===== src/rtl/sha_frame_pkg.sv =====
// Shared types and constants for the length-prefixed SHA-256 framing stage.
package sha_frame_pkg;

    typedef enum logic [1:0] {
        IDLE    = 2'd0,
        LEN_HI  = 2'd1,
        LEN_LO  = 2'd2,
        PAYLOAD = 2'd3
    } state_t;

    localparam logic [1:0] ERR_NONE    = 2'd0;
    localparam logic [1:0] ERR_LEN     = 2'd1;
    localparam logic [1:0] ERR_TIMEOUT = 2'd2;
    localparam logic [1:0] ERR_BUSY    = 2'd3;

    localparam logic [7:0] SOF_DEFAULT = 8'hA5;

endpackage


===== src/rtl/sha_frame_rx_if.sv =====
// Byte bus from the framer to the SHA-256 processor.
// Handshake: data_in is meaningful only in the single cycle data_valid is high;
// there is no back-pressure, the processor must take every strobe.
interface sha_frame_rx_if;
    logic       start;
    logic [7:0] data_in;
    logic       data_valid;
    logic       data_last;

    modport master (output start, output data_in, output data_valid, output data_last);
    modport slave  (input  start, input  data_in, input  data_valid, input  data_last);
endinterface


===== src/rtl/frame_timeout_timer.sv =====
// Inter-byte watchdog: counts while enabled, flags when TIMEOUT_CYCLES-1 is reached.
module frame_timeout_timer #(
    parameter int TIMEOUT_CYCLES = 2604
) (
    input  logic clk,
    input  logic rst,
    input  logic clear,
    input  logic enable,
    output logic expired
);

    localparam int CW = (TIMEOUT_CYCLES > 1) ? $clog2(TIMEOUT_CYCLES) : 1;
    localparam logic [CW-1:0] LAST = CW'(TIMEOUT_CYCLES - 1);

    logic [CW-1:0] cnt;

    // Saturates at LAST so a stuck enable can never wrap into a false restart.
    always_ff @(posedge clk or posedge rst) begin
        if (rst)
            cnt <= '0;
        else if (clear)
            cnt <= '0;
        else if (enable && (cnt != LAST))
            cnt <= cnt + CW'(1);
    end

    assign expired = enable && !clear && (cnt == LAST);

endmodule


===== src/rtl/sha_frame_rx.sv =====
// Length-prefixed frame parser feeding the SHA-256 processor (SOF, LEN_HI, LEN_LO, payload).
// Optional inter-byte timeout enabled by defining SHA_FRAME_TIMEOUT_EN.
module sha_frame_rx
    import sha_frame_pkg::*;
#(
    parameter logic [7:0] SOF            = SOF_DEFAULT,
    parameter int         MAX_LEN        = 1024,
    parameter int         TIMEOUT_CYCLES = 2604
) (
    input  logic           clk,
    input  logic           rst,
    input  logic [7:0]     rx_data,
    input  logic           rx_valid,
    input  logic           busy,
    sha_frame_rx_if.master sha,
    output logic           frame_err,
    output logic [1:0]     err_code,
    output state_t         state_dbg
);

    generate
        if (MAX_LEN < 1 || MAX_LEN > 65535 || TIMEOUT_CYCLES < 2) begin : g_bad_param
            $error("sha_frame_rx: MAX_LEN must be 1..65535 and TIMEOUT_CYCLES >= 2");
        end
    endgenerate

    localparam logic [15:0] MAX_LEN_W = 16'(MAX_LEN);

    state_t      state, state_nx;
    logic [7:0]  len_hi;
    logic [15:0] remaining;
    logic [15:0] len;
    logic        len_bad;
    logic        expired;

    logic        start_q, dv_q, last_q;
    logic [7:0]  data_q;
    logic        start_d, dv_d, last_d, err_d;
    logic [1:0]  err_code_d;

    assign len     = {len_hi, rx_data};
    assign len_bad = (len == 16'd0) || (len > MAX_LEN_W);

`ifdef SHA_FRAME_TIMEOUT_EN
    // Clearing throughout IDLE means each active state is entered with a fresh count.
    frame_timeout_timer #(
        .TIMEOUT_CYCLES(TIMEOUT_CYCLES)
    ) u_timer (
        .clk     (clk),
        .rst     (rst),
        .clear   (rx_valid || (state == IDLE)),
        .enable  (state != IDLE),
        .expired (expired)
    );
`else
    assign expired = 1'b0;
`endif

    always_ff @(posedge clk or posedge rst) begin
        if (rst)
            state <= IDLE;
        else
            state <= state_nx;
    end

    // A byte arriving on the expiry cycle wins over the timeout.
    always_comb begin
        state_nx = state;
        case (state)
            IDLE:    if (rx_valid && (rx_data == SOF) && !busy) state_nx = LEN_HI;
            LEN_HI:  if (rx_valid) state_nx = LEN_LO;
                     else if (expired) state_nx = IDLE;
            LEN_LO:  if (rx_valid) state_nx = len_bad ? IDLE : PAYLOAD;
                     else if (expired) state_nx = IDLE;
            PAYLOAD: if (rx_valid) begin
                         if (remaining == 16'd1) state_nx = IDLE;
                     end else if (expired) begin
                         state_nx = IDLE;
                     end
            default: state_nx = IDLE;
        endcase
    end

    always_comb begin
        start_d    = 1'b0;
        dv_d       = 1'b0;
        last_d     = 1'b0;
        err_d      = 1'b0;
        err_code_d = err_code;
        case (state)
            IDLE: begin
                if (rx_valid && (rx_data == SOF) && busy) begin
                    err_d      = 1'b1;
                    err_code_d = ERR_BUSY;
                end
            end
            LEN_LO: begin
                if (rx_valid) begin
                    start_d    = !len_bad;
                    err_d      = len_bad;
                    err_code_d = len_bad ? ERR_LEN : err_code;
                end
            end
            PAYLOAD: begin
                if (rx_valid) begin
                    dv_d   = 1'b1;
                    last_d = (remaining == 16'd1);
                end
            end
            default: ;
        endcase
        if (expired && !rx_valid && (state != IDLE)) begin
            err_d      = 1'b1;
            err_code_d = ERR_TIMEOUT;
        end
    end

    always_ff @(posedge clk or posedge rst) begin
        if (rst) begin
            start_q   <= 1'b0;
            dv_q      <= 1'b0;
            last_q    <= 1'b0;
            frame_err <= 1'b0;
            err_code  <= ERR_NONE;
            data_q    <= 8'h00;
            len_hi    <= 8'h00;
            remaining <= 16'd0;
        end else begin
            start_q   <= start_d;
            dv_q      <= dv_d;
            last_q    <= last_d;
            frame_err <= err_d;
            err_code  <= err_code_d;
            if (dv_d)
                data_q <= rx_data;
            if ((state == LEN_HI) && rx_valid)
                len_hi <= rx_data;
            if (start_d)
                remaining <= len;
            else if (dv_d)
                remaining <= remaining - 16'd1;
        end
    end

    assign sha.start      = start_q;
    assign sha.data_valid = dv_q;
    assign sha.data_last  = last_q;
    assign sha.data_in    = data_q;
    assign state_dbg      = state;

endmodule


===== src/flat_wrapper.sv =====
// flat-port wrapper written by rule: the top's interface ports become plain ports
module sha_frame_rx_flat import sha_frame_pkg::*;
#(
    parameter logic [7:0] SOF            = SOF_DEFAULT,
    parameter int         MAX_LEN        = 1024,
    parameter int         TIMEOUT_CYCLES = 2604
)
  (clk, rst, rx_data, rx_valid, busy, frame_err, err_code, state_dbg, sha_start, sha_data_in, sha_data_valid, sha_data_last);
  sha_frame_rx_if sha_i ();
  input  logic clk;
  input  logic rst;
  input  logic [7:0] rx_data;
  input  logic rx_valid;
  input  logic busy;
  output logic frame_err;
  output logic [1:0] err_code;
  output state_t state_dbg;
  output wire logic [$bits(sha_i.start)-1:0] sha_start;
  output wire logic [$bits(sha_i.data_in)-1:0] sha_data_in;
  output wire logic [$bits(sha_i.data_valid)-1:0] sha_data_valid;
  output wire logic [$bits(sha_i.data_last)-1:0] sha_data_last;
  assign sha_start = sha_i.start;
  assign sha_data_in = sha_i.data_in;
  assign sha_data_valid = sha_i.data_valid;
  assign sha_data_last = sha_i.data_last;
  sha_frame_rx #(.SOF(SOF), .MAX_LEN(MAX_LEN), .TIMEOUT_CYCLES(TIMEOUT_CYCLES)) u_core (.clk(clk), .rst(rst), .rx_data(rx_data), .rx_valid(rx_valid), .busy(busy), .sha(sha_i), .frame_err(frame_err), .err_code(err_code), .state_dbg(state_dbg));
endmodule

===== config.mk =====
export PLATFORM = sky130hd
export DESIGN_NAME = sha_frame_rx_flat
export DESIGN_NICKNAME = d
export VERILOG_FILES = /design/src/rtl/sha_frame_pkg.sv /design/src/rtl/sha_frame_rx_if.sv /design/src/rtl/frame_timeout_timer.sv /design/src/rtl/sha_frame_rx.sv /design/src/flat_wrapper.sv
export SDC_FILE = /design/constraint.sdc
export NUM_CORES = 1
export LEC_CHECK = 0
export CAP_MARGIN = 0
export CORE_ASPECT_RATIO = 1.1
export CORE_UTILIZATION = 50
export CTS_CLUSTER_SIZE = 8
export DETAILED_ROUTE_END_ITERATION = 6
export GPL_TIMING_DRIVEN = 1
export PLACE_DENSITY = 0.75
export SYNTH_ARGS = -nofsm -noshare
export SYNTH_HDL_FRONTEND = slang
export SYNTH_SLANG_ARGS = --single-unit

===== constraint.sdc =====
create_clock -name clk -period 5.5 [get_ports clk]
set_input_delay 0.55 -clock clk [delete_from_list [all_inputs] [get_ports clk]]
set_output_delay 0.55 -clock clk [all_outputs]
set_load 0.02 [all_outputs]

==> impl.org, run 1 <==
** Synthesis
- The cell area that synthesis handed to floorplanning was 1870 um2.
- Average instance area after synthesis :: 10.2 um2
- Count of different cell masters after synthesis :: 45
- Syn Inst Count :: 184
- For this run, the leading register cell type out of synthesis is sky130_fd_sc_hd__dfrtp_1.
- Async S/R FF share, synth :: 100%
- The synthesized design contains 0 enable-type register cells.
- Portion of the post-synthesis area used by sequential elements :: 53.5%
- In this run, synthesis produced a sequential element count of 40.
- Yosys warns :: 0
- Post-synthesis net count :: 198

** Setup path
- For this design, the slowest cell found on the critical path is sky130_fd_sc_hd__a21oi_2.
- Worst-path cell chain :: clkdlybuf4s50_1 > nor4_1 > nand4_1 > a21oi_2 > nor2_1 > a211o_2
- At the worst endpoint, the arrival time is 3.17 ns.
- Family with the most delay on the worst path :: compound AO/OA/AOI/OAI gates
- STA classifies the critical path endpoint as a flip-flop.
- Reg2Reg Depth :: 5
- In this run the worst path has a maximum fanout of 27.
- Critical path's largest stage delay :: 0.87 ns
- Kind of critical path :: primary input to flip-flop
- At the worst endpoint, the required time is 5.75 ns.
- STA classifies the critical path startpoint as a primary input.
- Across all register-to-register paths, the minimum setup slack is 3.03 ns.
- In this run the critical register-to-register path is launched from u_core.len_hi[1].
- Counting both buffers and inverters, the worst setup path holds a total of 1.
- In this run the number of cells on the critical path is 6.
- FF-to-FF End :: u_core.remaining[11]

** Run
- The tool flagged a number of max-cap violations equal to 0.

** Route
- The final layout contains routed wiring with a total length of 4.00 mm.
- Via/cell ratio :: 5.63
- The first routing iteration left 75 violations.
- Remaining DRCs :: 0
- Number of nets still failing antenna checks after routing :: 0
- The first detailed-routing pass took 4 iterations.
- Across all layers, the routed design uses 1,481 vias.
- Routed length per placed instance :: 15.2 um

** Layout
- Compared with the post-synthesis result, the final layout area differs by 19.7%.
- Excluding fillers, the count of instances in the completed layout stands at 263.
- Measured on the finished design, the core utilization comes to 65.1%.
- 0 antenna diodes ended up in the layout.
- The library cell used most frequently in the layout, excluding fill and tap cells, is sky130_fd_sc_hd__dfrtp_1.
- Commonest cells after routing, fill and taps aside :: 40 x sky130_fd_sc_hd__dfrtp_1, 36 x sky130_fd_sc_hd__nand2_1, 27 x sky130_fd_sc_hd__clkdlybuf4s50_1, 13 x sky130_fd_sc_hd__nor2_1, 12 x sky130_fd_sc_hd__o21ai_0
- Area of all sequential standard cells :: 1000 um2
- At the end of the flow, the number of nets in the layout was 228.
- Of the cells placed in the final design, the portion with a size suffix greater than 1 is 10.7%.
- Once layout is done, the placed cells without fillers occupy 2240 um2.
- Summing all multi-input logic gate instances after layout gives 816 um2.
- Filler Cells Inserted :: 286

** Hold path
- The startpoint identified for the worst hold timing path is u_core.err_code[0].
- Hold Crit Depth :: 1
- The worst hold path terminates at u_core.err_code[0].
- In this run the worst hold path is classified as flip-flop to flip-flop.

** Power
- The clock network is responsible for 17.0% of the overall power.
- Worst vdd rail ir drop :: 0.000239 V
- In this run the static leakage power is 1.04 nW.
- The internal power of the cells totals 584 uW.
- Register share of total power :: 49.2%
- In this run switching power makes up 35.4% of total power.
- Relative contribution of combinational cells to total power :: 33.8%
- Sw Pwr :: 321 uW
- Power Density :: 404 nW/um2

** Placement
- In this run the tool buffered the top-level ports with 27 buffer cells.
- Half-perimeter wire length of the detailed placement result :: 2.87 mm
- Placed cell area :: 2180 um2
- In this run, placement finished with an instance count of 255.
- The congestion estimate from routability-driven global placement came to 0.815.

** Clock tree
- Num Clock Sinks :: 40
- Post CTS Setup Buffer Count :: 0
- Clock tree root buffer cell :: sky130_fd_sc_hd__clkbuf_4
- For the worst-skew pair, the clock arrives at the later sink with an insertion delay of 0.35 ns.
- Max Root-Sink Buffers :: 2
- TritonCTS built the clock tree.
- Counting the buffers created by CTS gives 5.
- The H-tree was split into 2 levels.
- Post-cts gate resize count :: 0
- Reg clk slew, reported paths :: 0.12 ns
- After clock tree synthesis, the flow added hold-fix buffers numbering 0.

** GRT
- The number of antenna violations at the first check in global routing was 0.
- The number of global-route vias before repair was 1,463.
- Largest net degree at the start of global routing :: 41
- Global routing finished with a remaining overflow of 0.
- Global routing used 23.2% of the available tracks.
- The first global-routing pass estimated 6.64 mm of wire.

** Timing
- Headroom to the max-slew limit :: 29.4%
- The count of pins over their slew limit was 0.
- Derived from the worst setup path, the maximum achievable clock frequency is 0.342 GHz.
- Skew final :: 0.0139 ns
- Post-route minimum period :: 2.92 ns
- Total of endpoints with negative setup slack in the final report :: 0
- Part of the cycle the worst path needs :: 53.1%
- Setup repair after global routing missed its margin :: no
- Tightest Pin Transition :: 1.06 ns
- Summed over all failing endpoints, the final setup total negative slack is 0 ns.
- The total count of hold-check failures in the final report came to 0.

** Die
- The initial utilization of the core area, before any placement, comes to 54.4%.
- The die is 60.3 um wide.
- The floorplan has 22 rows.
- Core Area :: 3440 um2
- I/O pin count :: 28
- The die covers 3990 um2.
- Die height :: 66.2 um

** Status
- Status :: completed
-- worst max path at each step --
stage,startpoint,end,slack [ns]
finish,rx_data[1],u_core.remaining[11],2.58
global route,rx_data[4],u_core.remaining[11],2.39
CTS,rx_data[4],u_core.remaining[11],2.64
detailed placement,rx_data[4],u_core.remaining[11],2.25
global placement,rx_data[4],u_core.remaining[11],2.37
floorplan,rx_data[4],u_core.state_dbg[0],3.56
-- worst register-to-register path, delay by kind of cell (launching register included) --
family	cells	cell delay, ns
simple gates	3	0.71
compound gates	2	1.25
flops	1	0.41
-- cells in the mapped netlist, types with 2 or more instances --
library cell / count / area, um2
sky130_fd_sc_hd__a21o_1: 2 / 15.0
sky130_fd_sc_hd__a21oi_1: 3 / 15.0
sky130_fd_sc_hd__a221oi_1: 2 / 17.5
sky130_fd_sc_hd__clkbuf_1: 2 / 7.51
sky130_fd_sc_hd__dfrtp_1: 40 / 1000
sky130_fd_sc_hd__ha_1: 2 / 25.0
sky130_fd_sc_hd__inv_1: 6 / 22.5
sky130_fd_sc_hd__mux2_2: 7 / 78.8
sky130_fd_sc_hd__nand2_1: 36 / 135
sky130_fd_sc_hd__nand3_1: 5 / 25.0
sky130_fd_sc_hd__nand3b_1: 3 / 22.5
sky130_fd_sc_hd__nand4_1: 3 / 18.8
sky130_fd_sc_hd__nor2_1: 13 / 48.8
sky130_fd_sc_hd__nor2b_1: 2 / 12.5
sky130_fd_sc_hd__nor3_1: 6 / 30.0
sky130_fd_sc_hd__nor4_1: 5 / 31.3
sky130_fd_sc_hd__o21ai_0: 12 / 60.1
sky130_fd_sc_hd__o31ai_1: 2 / 15.0
sky130_fd_sc_hd__o41ai_1: 2 / 17.5
sky130_fd_sc_hd__xnor2_1: 6 / 52.6
-- power by group through the flow --
stage,combinational [mW],clock [mW],sequential (mW)
2_1_floorplan,0.197,0,0.456
3_5_place_dp,0.304,0,0.450
5_1_grt,0.340,0.169,0.453
6_report,0.306,0.154,0.445
3_3_place_gp,0.297,0,0.441
4_1_cts,0.306,0.159,0.444
-- metrics by stage --
stage | power (mW) | setup slack, ns | hold WS (ns)
finish | 0.905 | 2.58 | 0.486
global route | 0.962 | 2.39 | 0.522
CTS | 0.908 | 2.64 | 0.489
detailed placement | 0.754 | 2.25 | 0.462
global placement | 0.738 | 2.37 | 0.457
floorplan | 0.652 | 3.56 | 0.457
-- registers in the layout (all words and copies together), names as in the netlist --
signal,flops
u_core.remaining,16
u_core.frame_err,1
u_core.len_hi,8
u_core.sha.data_valid,1
u_core.state_dbg,2
u_core.sha.start,1
u_core.sha.data_in,8
u_core.err_code,2
u_core.sha.data_last,1
-- cell type report --
| type | count | share of cell area [%] |
|---|---|---|
| Clock buffer | 8 | 2.63 |
| Inverter | 7 | 1.17 |
| Tap cell | 48 | 2.68 |
| Timing Repair Buffer | 28 | 12.4 |
| Sequential cell | 40 | 44.7 |
| Multi-Input combinational cell | 132 | 36.4 |
-- kinds of logic (layout without fill, tap and decap cells) --
logic type      Yosys count  after routing  synth area share [%]
mux                       7              7                  4.21
simple gates             82             82                  22.1
xor+xnor                  7              7                  3.28
flops                    40             40                  53.5
buf+inv                  12             43                  2.88
fa+ha+maj                 2              2                  1.34
compound gates           34             34                  12.6
-- per-layer routing --
metal | vias to the layer above | wire (um) | share of wire [%] | global-route usage, %
met4 | 0 | 77 | 1.9 | 12.8
met3 | 10 | 117 | 2.9 | 4.50
met1 | 727 | 1850 | 46 | 30.0
met2 | 30 | 1960 | 49 | 36.1
li1 | 714 | - | - | -
met5 | - | 0 | 0 | 0
Note: power is estimated with default switching activity, not from simulation.
==> run 2, diff against run 1 <==
==> constraint.sdc (replaced) <==
create_clock -name clk -period 2.9 [get_ports clk]
set_input_delay 0.29 -clock clk [delete_from_list [all_inputs] [get_ports clk]]
set_output_delay 0.29 -clock clk [all_outputs]
set_load 0.02 [all_outputs]
==> impl.org, run 2 (synthesis results as in run 1) <==
** Status
- Status :: completed (unchanged)

** Power
- Int Power :: 1.17 mW (was 584 uW)
- Switching share of total power :: 34.8% (was 35.4%)
- The reported net switching power was 623 uW (was 321 uW).
- The share of total power in combinational logic is 32.5% (was 33.8%).
- The static power due to leakage came to 1.07 nW (was 1.04 nW).
- Register share of total power :: 47.2% (was 49.2%)
- Fraction of power consumed by the clock network :: 20.3% (was 17.0%)
- The cell area power density came to 784 nW/um2 (was 404 nW/um2).
- Worst vdd rail ir drop :: 0.000729 V (was 0.000239 V)

** Clock tree
- The number of hold buffers added after cts came to 0 (unchanged).
- Reg clk slew, reported paths :: 0.12 ns (about the same)
- The level count of the clock H-tree is 2 (unchanged).
- Clock buffer count from CTS :: 5 (unchanged)
- The maximum buffer depth of the clock tree came to 2 (unchanged).
- Clock tree root buffer cell :: sky130_fd_sc_hd__clkbuf_4 (unchanged)
- The TritonCTS clock tree is built (unchanged).
- Post CTS Setup Buffer Count :: 0 (unchanged)
- Clock latency on the worst-skew pair :: 0.35 ns (about the same)
- Num Clock Sinks :: 40 (unchanged)
- Post-cts gate resize count :: 0 (unchanged)

** Timing
- Slew Viols, Final :: 0 (unchanged)
- Derived from the worst setup path, the maximum achievable clock frequency is 0.445 GHz.
- Skew final :: 0.0102 ns (was 0.0139 ns)
- Hold Violations, Final :: 0 (unchanged)
- Setup repair after global routing missed its margin :: no (unchanged)
- The headroom to the max-slew limit is 63.3% (was 29.4%).
- Part of the cycle the worst path needs :: 77.4%
- The setup TNS was 0 ns (unchanged).
- Post-route minimum period :: 2.25 ns
- The slew of the pin with the lowest slew margin is 0.551 ns (was 1.06 ns).
- Setup WS post-layout :: 0.654 ns (was 2.58 ns)
- Total of endpoints with negative setup slack in the final report :: 0 (unchanged)

** Placement
- The count of buffers inserted at the top-level ports is 27 (unchanged).
- The minimum setup slack after placement is 0.286 ns (was 2.25 ns).
- Final Wtd Congestion :: 0.870 (was 0.815)
- The post-DP HPWL came to 3.02 mm (was 2.87 mm).

** Route
- Total wire length after detailed routing :: 4.31 mm (was 4.00 mm)
- Remaining DRCs :: 0 (unchanged)
- Initial DRT Pass Iterations :: 4 (unchanged)
- DR vias :: 1,520 (was 1,481)
- The antenna violation net count after detailed routing came to 0 (unchanged).
- The detail-routed net length per standard cell was 16.1 um (was 15.2 um).
- Via/cell ratio :: 5.69 (was 5.63)
- The number of DRC violations after detailed-routing iteration 0 is 70 (was 75).

** Layout
- Fin nets :: 232 (was 228)
- Area of all sequential standard cells :: 1000 um2 (unchanged)
- Synth-to-layout area growth :: 22.3% (was 19.7%)
- The total of fill cells in the finished design is 282 (was 286).
- The most common library cell in the layout ignoring fill and taps is sky130_fd_sc_hd__dfrtp_1 (unchanged).
- The number of antenna diodes was 0 (unchanged).
- The layout cell share with drive strength beyond 1 was 12.8% (was 10.7%).
- Commonest cells after routing, fill and taps aside: 40 x sky130_fd_sc_hd__dfrtp_1, 36 x sky130_fd_sc_hd__nand2_1, 27 x sky130_fd_sc_hd__clkdlybuf4s50_1, 13 x sky130_fd_sc_hd__nor2_1, 12 x sky130_fd_sc_hd__o21ai_0 (unchanged).
- The number of flip-flops in the largest register is 16 (unchanged).
- The register name with the most flops is u_core.remaining (unchanged).
- The area of the multi-input gates is 816 um2 (unchanged).

** Setup path
- The beginning of the critical path was rx_data[4] (was rx_data[1]).
- Critical-path cell with the highest stage delay :: sky130_fd_sc_hd__a21oi_2 (unchanged)
- The setup slack of the worst register-to-register path came to 0.78 ns (was 3.03 ns).
- Worst Setup End Kind :: flip-flop (unchanged)
- CP bufs+invs :: 3 (was 1)
- The critical path launch point type is a primary input (unchanged).
- Worst-path cell chain :: clkdlybuf4s50_1 > nor4_1 > nand4_1 > a21oi_2 > buf_4 > buf_4 > nand2_1 > o21ai_0 (was clkdlybuf4s50_1 > nor4_1 > nand4_1 > a21oi_2 > nor2_1 > a211o_2)
- RR Startpoint :: u_core.len_hi[1] (unchanged)
- Critical path's largest stage delay :: 0.50 ns (was 0.87 ns)
- Kind of critical path :: primary input to flip-flop (unchanged)
- Most used cell along the critical path :: sky130_fd_sc_hd__buf_4
- Worst EP arrival :: 2.52 ns (was 3.17 ns)
- Family with the most delay on the worst path :: buffers and inverters (was compound AO/OA/AOI/OAI gates)
- Highest net fanout along the worst path :: 13 (was 27)
- Critical Path RT :: 3.17 ns (was 5.75 ns)

** Die
- Die area :: 3990 um2 (unchanged)
- The effective utilization at floorplan came to 54.4% (unchanged).
- Core Area :: 3440 um2 (unchanged)
- I/O pin count :: 28 (unchanged)
- The die width came to 60.3 um (unchanged).
- Die height :: 66.2 um (unchanged)
- Num rows :: 22 (unchanged)

** Hold path
- The worst hold path class was primary input to async pin (was flip-flop to flip-flop).

** GRT
- The global route total overflow was 0 (unchanged).
- Via count of the first global-routing pass :: 1,442 (was 1,463)
- The largest net degree at the start of global routing was 41 (unchanged).
- Overall global routing resource usage :: 24.4% (was 23.2%)
- First-pass GRT wire length :: 6.92 mm (was 6.64 mm)
- The number of antenna violations at the first check in global routing was 0 (unchanged).

** Run
- Number of max-cap violations :: 0 (unchanged)
run 2: worst register-to-register path: stages (launching register included):
cell	delay (ns)
sky130_fd_sc_hd__dfrtp_1	0.43
sky130_fd_sc_hd__nor4_1	0.36
sky130_fd_sc_hd__nand4_1	0.19
sky130_fd_sc_hd__a21oi_2	0.50
sky130_fd_sc_hd__buf_4	0.28
sky130_fd_sc_hd__buf_4	0.14
sky130_fd_sc_hd__nand2_1	0.05
sky130_fd_sc_hd__o21ai_0	0.09
run 2: final cells by class:
cell class / instances / area share [%]
well taps: 48 / 2.63
flip-flops and latches: 40 / 43.8
repair buffers: 32 / 13.5
clock buffers: 6 / 1.81
clock inverters: 2 / 1.53
multi-input cells: 132 / 35.7
inverters: 7 / 1.15
run 2: final timing paths:
check,to,cells after the start
min in group clk,u_core.sha.data_in[1],2
min,u_core.remaining[11],3
min reg2reg,u_core.sha.data_in[1],2
max,u_core.remaining[8],8
max reg2reg,u_core.remaining[8],7
max in group asynchronous,u_core.sha.start,3
run 2: layer usage:
layer	GRT usage [%]	up-vias	part of all wire (%)	routed length [um]
met3	5.87	6	4.2	181
met5	0	-	0	0
met4	6.98	0	1.1	48
met1	32.0	740	44	1910
met2	39.6	50	50	2170
li1	-	724	-	-
run 2: power groups by stage:
| stage | clock (mW) | combinational, mW | sequential [mW] |
|---|---|---|---|
| after floorplan | 0 | 0.373 | 0.865 |
| after global placement | 0 | 0.562 | 0.842 |
| after detailed placement | 0 | 0.577 | 0.850 |
| after CTS | 0.370 | 0.581 | 0.842 |
| after global routing | 0.397 | 0.641 | 0.863 |
| final | 0.364 | 0.583 | 0.847 |
run 2: stage by stage:
| step | utilization, % | power, mW | hold WS [ns] | cell area (um2) | instances |
|---|---|---|---|---|---|
| floorplan | - | 1.24 | 0.393 | 1870 | 184 |
| global placement | 64.3 | 1.40 | 0.456 | 2210 | 259 |
| detailed placement | 64.3 | 1.43 | 0.460 | 2210 | 259 |
| CTS | 66.5 | 1.79 | 0.368 | 2290 | 267 |
| global route | 66.5 | 1.90 | 0.399 | 2290 | 267 |
| finish | 66.5 | 1.79 | 0.355 | 2290 | 267 |
==> run 3, diff against run 2 <==
--- a/config.mk
+++ b/config.mk
@@ -7,7 +7,7 @@
 export LEC_CHECK = 0
 export CAP_MARGIN = 0
 export CORE_ASPECT_RATIO = 1.1
-export CORE_UTILIZATION = 50
+export CORE_UTILIZATION = 48
 export CTS_CLUSTER_SIZE = 8
 export DETAILED_ROUTE_END_ITERATION = 6
 export GPL_TIMING_DRIVEN = 1
==> constraint.sdc (replaced) <==
create_clock -name clk -period 1.85 [get_ports clk]
set_input_delay 0.185 -clock clk [delete_from_list [all_inputs] [get_ports clk]]
set_output_delay 0.185 -clock clk [all_outputs]
set_load 0.02 [all_outputs]
==> impl.org, run 3 (synthesis results as in run 1) <==
** Route
- The number of DRC violations after detailed-routing iteration 0 came to 80 (was 70).
- Initial DRT Pass Iterations :: 4 (unchanged)
- The total vias in the final route is 1,621 (was 1,520).
- The sum of routed wire length over all layers was 4.51 mm (was 4.31 mm).
- The detailed-route vias per instance came to 5.48 (was 5.69).
- Remaining DRCs :: 0 (unchanged)
- The detail-routed net length per standard cell was 15.2 um (was 16.1 um).
- The antenna violation net count after detailed routing was 0 (unchanged).

** Power
- The cell area power density was 1240 nW/um2 (was 784 nW/um2).
- The total power came to 3.19 mW (was 1.79 mW).
- The share of total power in combinational logic came to 33.1% (was 32.5%).
- Fraction of power consumed by the clock network :: 25.7% (was 20.3%)
- Switching share of total power :: 32.0% (was 34.8%)
- The largest voltage drop on the vdd net came to 0.000752 V (was 0.000729 V).
- Int Power :: 2.17 mW (was 1.17 mW)
- The portion of total power attributed to sequential cells came to 41.2% (was 47.2%).
- The reported net switching power is 1.02 mW (was 623 uW).
- Pleak :: 1.25 nW (was 1.07 nW)

** Die
- The overall die height is 67.5 um (was 66.2 um).
- The die width was 61.5 um (was 60.3 um).
- Initial Utilization :: 50.8% (was 54.4%)
- The total die area was 4150 um2 (was 3990 um2).
- I/O pin count :: 28 (unchanged)
- Core Area :: 3680 um2 (was 3440 um2)
- The number of core rows came to 23 (was 22).

** GRT
- The global-route wire length before repair was 7.33 mm (was 6.92 mm).
- The total routing usage reported by global routing is 24.2% (was 24.4%).
- Largest net degree at the start of global routing :: 41 (unchanged)
- The number of antenna violations at the first check in global routing was 0 (unchanged).
- Via count of the first global-routing pass :: 1,663 (was 1,442)
- Overflow left after global routing :: 0 (unchanged)

** Setup path
- The required time at the endpoint of the critical path came to 2.03 ns (was 3.17 ns).
- Worst EP arrival :: 2.02 ns (was 2.52 ns)
- Reg2Reg Depth :: 4 (was 7)
- Worst-path cell chain :: clkdlybuf4s50_1 > nor4_2 > buf_4 > nand4_1 > a21oi_2 > nor2_1 > a211o_2 (was clkdlybuf4s50_1 > nor4_1 > nand4_1 > a21oi_2 > buf_4 > buf_4 > nand2_1 > o21ai_0)
- The critical path launch point type is a primary input (unchanged).
- Critical path's largest stage delay :: 0.45 ns (was 0.50 ns)
- Kind of critical path :: primary input to flip-flop (unchanged)
- The largest fanout on the critical path was 5 (was 13).
- The kind of capture point of the worst setup path was a flip-flop (unchanged).
- Critical-path cell with the highest stage delay :: sky130_fd_sc_hd__clkdlybuf4s50_1 (was sky130_fd_sc_hd__a21oi_2)

** Timing
- The smallest hold slack came to 0.296 ns (was 0.355 ns).
- Headroom to the max-slew limit :: 66.8% (was 63.3%)
- For this run, the top clock speed supported by timing is 0.541 GHz.
- In the finished design, the share of the clock period the worst path needs comes to 99.9%.
- The final setup slack of the worst path came to 0.00195 ns (was 0.654 ns).
- The clock period could shrink to 1.85 ns.
- The setup TNS came to 0 ns (unchanged).
- The worst clock skew is 0.00554 ns (was 0.0102 ns).
- Tightest Pin Transition :: 0.498 ns (was 0.551 ns)
- The count of pins over their slew limit was 0 (unchanged).
- Setup repair after global routing missed its margin: yes (was no).
- Hold Violations, Final :: 0 (unchanged)
- Total of endpoints with negative setup slack in the final report :: 0 (unchanged)

** Layout
- The number of antenna diodes is 0 (unchanged).
- The register name with the most flops was u_core.remaining (unchanged).
- Share of layout cells above drive strength 1 :: 24.8% (was 12.8%)
- Fin nets :: 260 (was 232)
- The final standard cell count with taps included and fillers excluded is 296 (was 267).
- Core occupancy in the finished layout :: 70.1% (was 66.5%)
- The area growth from synthesis to final layout is 38.1% (was 22.3%).
- Commonest cells after routing, fill and taps aside: 40 x sky130_fd_sc_hd__dfrtp_1, 36 x sky130_fd_sc_hd__nand2_1, 31 x sky130_fd_sc_hd__buf_4, 26 x sky130_fd_sc_hd__clkdlybuf4s50_1, 13 x sky130_fd_sc_hd__nor2_1 (was 40 x sky130_fd_sc_hd__dfrtp_1, 36 x sky130_fd_sc_hd__nand2_1, 27 x sky130_fd_sc_hd__clkdlybuf4s50_1, 13 x sky130_fd_sc_hd__nor2_1, 12 x sky130_fd_sc_hd__o21ai_0).
- Most frequent standard cell in the layout excluding fill and tap cells :: sky130_fd_sc_hd__dfrtp_1 (unchanged)
- Design area :: 2580 um2 (was 2290 um2)
- The number of flip-flops in the largest register was 16 (unchanged).

** Clock tree
- Num Clock Sinks :: 40 (unchanged)
- Clock tree root buffer cell :: sky130_fd_sc_hd__clkbuf_8 (was sky130_fd_sc_hd__clkbuf_4)
- The TritonCTS clock tree is built (unchanged).
- Clock latency on the worst-skew pair :: 0.29 ns (was 0.35 ns)
- The number of buffers inserted during clock tree synthesis is 5 (unchanged).
- CTS H-Tree Depth :: 2 (unchanged)
- Max Root-Sink Buffers :: 2 (unchanged)
- Reg clk slew, reported paths :: 0.07 ns (was 0.12 ns)

** Placement
- The count of buffers inserted at the top-level ports is 27 (unchanged).
- Post-placement worst setup slack :: -0.238 ns (was 0.286 ns)
- The weighted congestion reported at the end of routability-driven placement is 0.868 (was 0.870).
- Placed cell area :: 2410 um2 (was 2210 um2)
- The post-DP HPWL is 3.23 mm (was 3.02 mm).
- The number of cells after detailed placement is 287 (was 259).

** Status
- Status: completed (unchanged).

** Hold path
- Hold Path Class :: primary input to async pin (unchanged)

** Run
- The max-capacitance violation count was 0 (unchanged).
[run 3: cell count changes in the layout (fill, tap and decap cells not counted), moves of 2 or more]
cell	delta
sky130_fd_sc_hd__nor4_2	+2
sky130_fd_sc_hd__clkbuf_4	-5
sky130_fd_sc_hd__nor3_2	+2
sky130_fd_sc_hd__nor4_1	-2
sky130_fd_sc_hd__nor3_1	-2
sky130_fd_sc_hd__buf_4	+26
sky130_fd_sc_hd__clkbuf_8	+5
[run 3: timing repair]
| item | CTS | global route |
|---|---|---|
| resized for setup | 1 | 8 |
| pin swaps | 3 | 2 |
| endpoints found under the setup margin | 2 | 8 |
| cloned | 0 | 1 |
| buffers inserted | 0 | 1 |
| endpoints found under the hold margin | 0 | 0 |
| hold buffers | 0 | 0 |
[run 3: final timing paths]
kind                                       startpoint                     to  slack (ns)
worst min-delay path                              rst  u_core.sha.data_in[6]        0.30
worst max-delay path                       rx_data[6]   u_core.remaining[11]       0.002
worst min register to register  u_core.sha.data_in[0]  u_core.sha.data_in[0]        0.48
max in group asynchronous                         rst     u_core.err_code[0]        1.19
min in group clk                           rx_data[3]  u_core.sha.data_in[3]        0.30
worst max register to register   u_core.remaining[10]    u_core.state_dbg[0]        0.01
[run 3: power groups by stage]
stage / registers [mW] / clock network (mW) / logic (mW)
6_report: 1.31 / 0.820 / 1.06
5_1_grt: 1.35 / 0.868 / 1.15
4_1_cts: 1.30 / 0.828 / 1.04
3_5_place_dp: 1.31 / 0 / 1.03
3_3_place_gp: 1.29 / 0 / 0.988
2_1_floorplan: 1.36 / 0 / 0.586
[run 3: critical path: cells and delay by family]
kind                   cells  cell delay (ns)
AO/OA/AOI/OAI              2             0.64
AND/OR/NAND/NOR            3             0.58
buffers and inverters      2             0.62
[run 3: area by class of cell]
type | instances | area, um2
fillers | 299 | 1100
well taps | 50 | 62.6
inverters | 7 | 26.3
multi-input cells | 132 | 842
clock inverters | 2 | 60.1
flip-flops and latches | 40 | 1000
clock buffers | 5 | 68.8
repair buffers | 60 | 522
[run 3: per-layer routing]
metal	part of all wire, %	vias to the layer above	track usage [%]
met5	0	-	0
met4	2.0	0	10.6
met3	3.9	9	5.36
met2	53	44	39.7
met1	41	789	30.4
li1	-	779	-
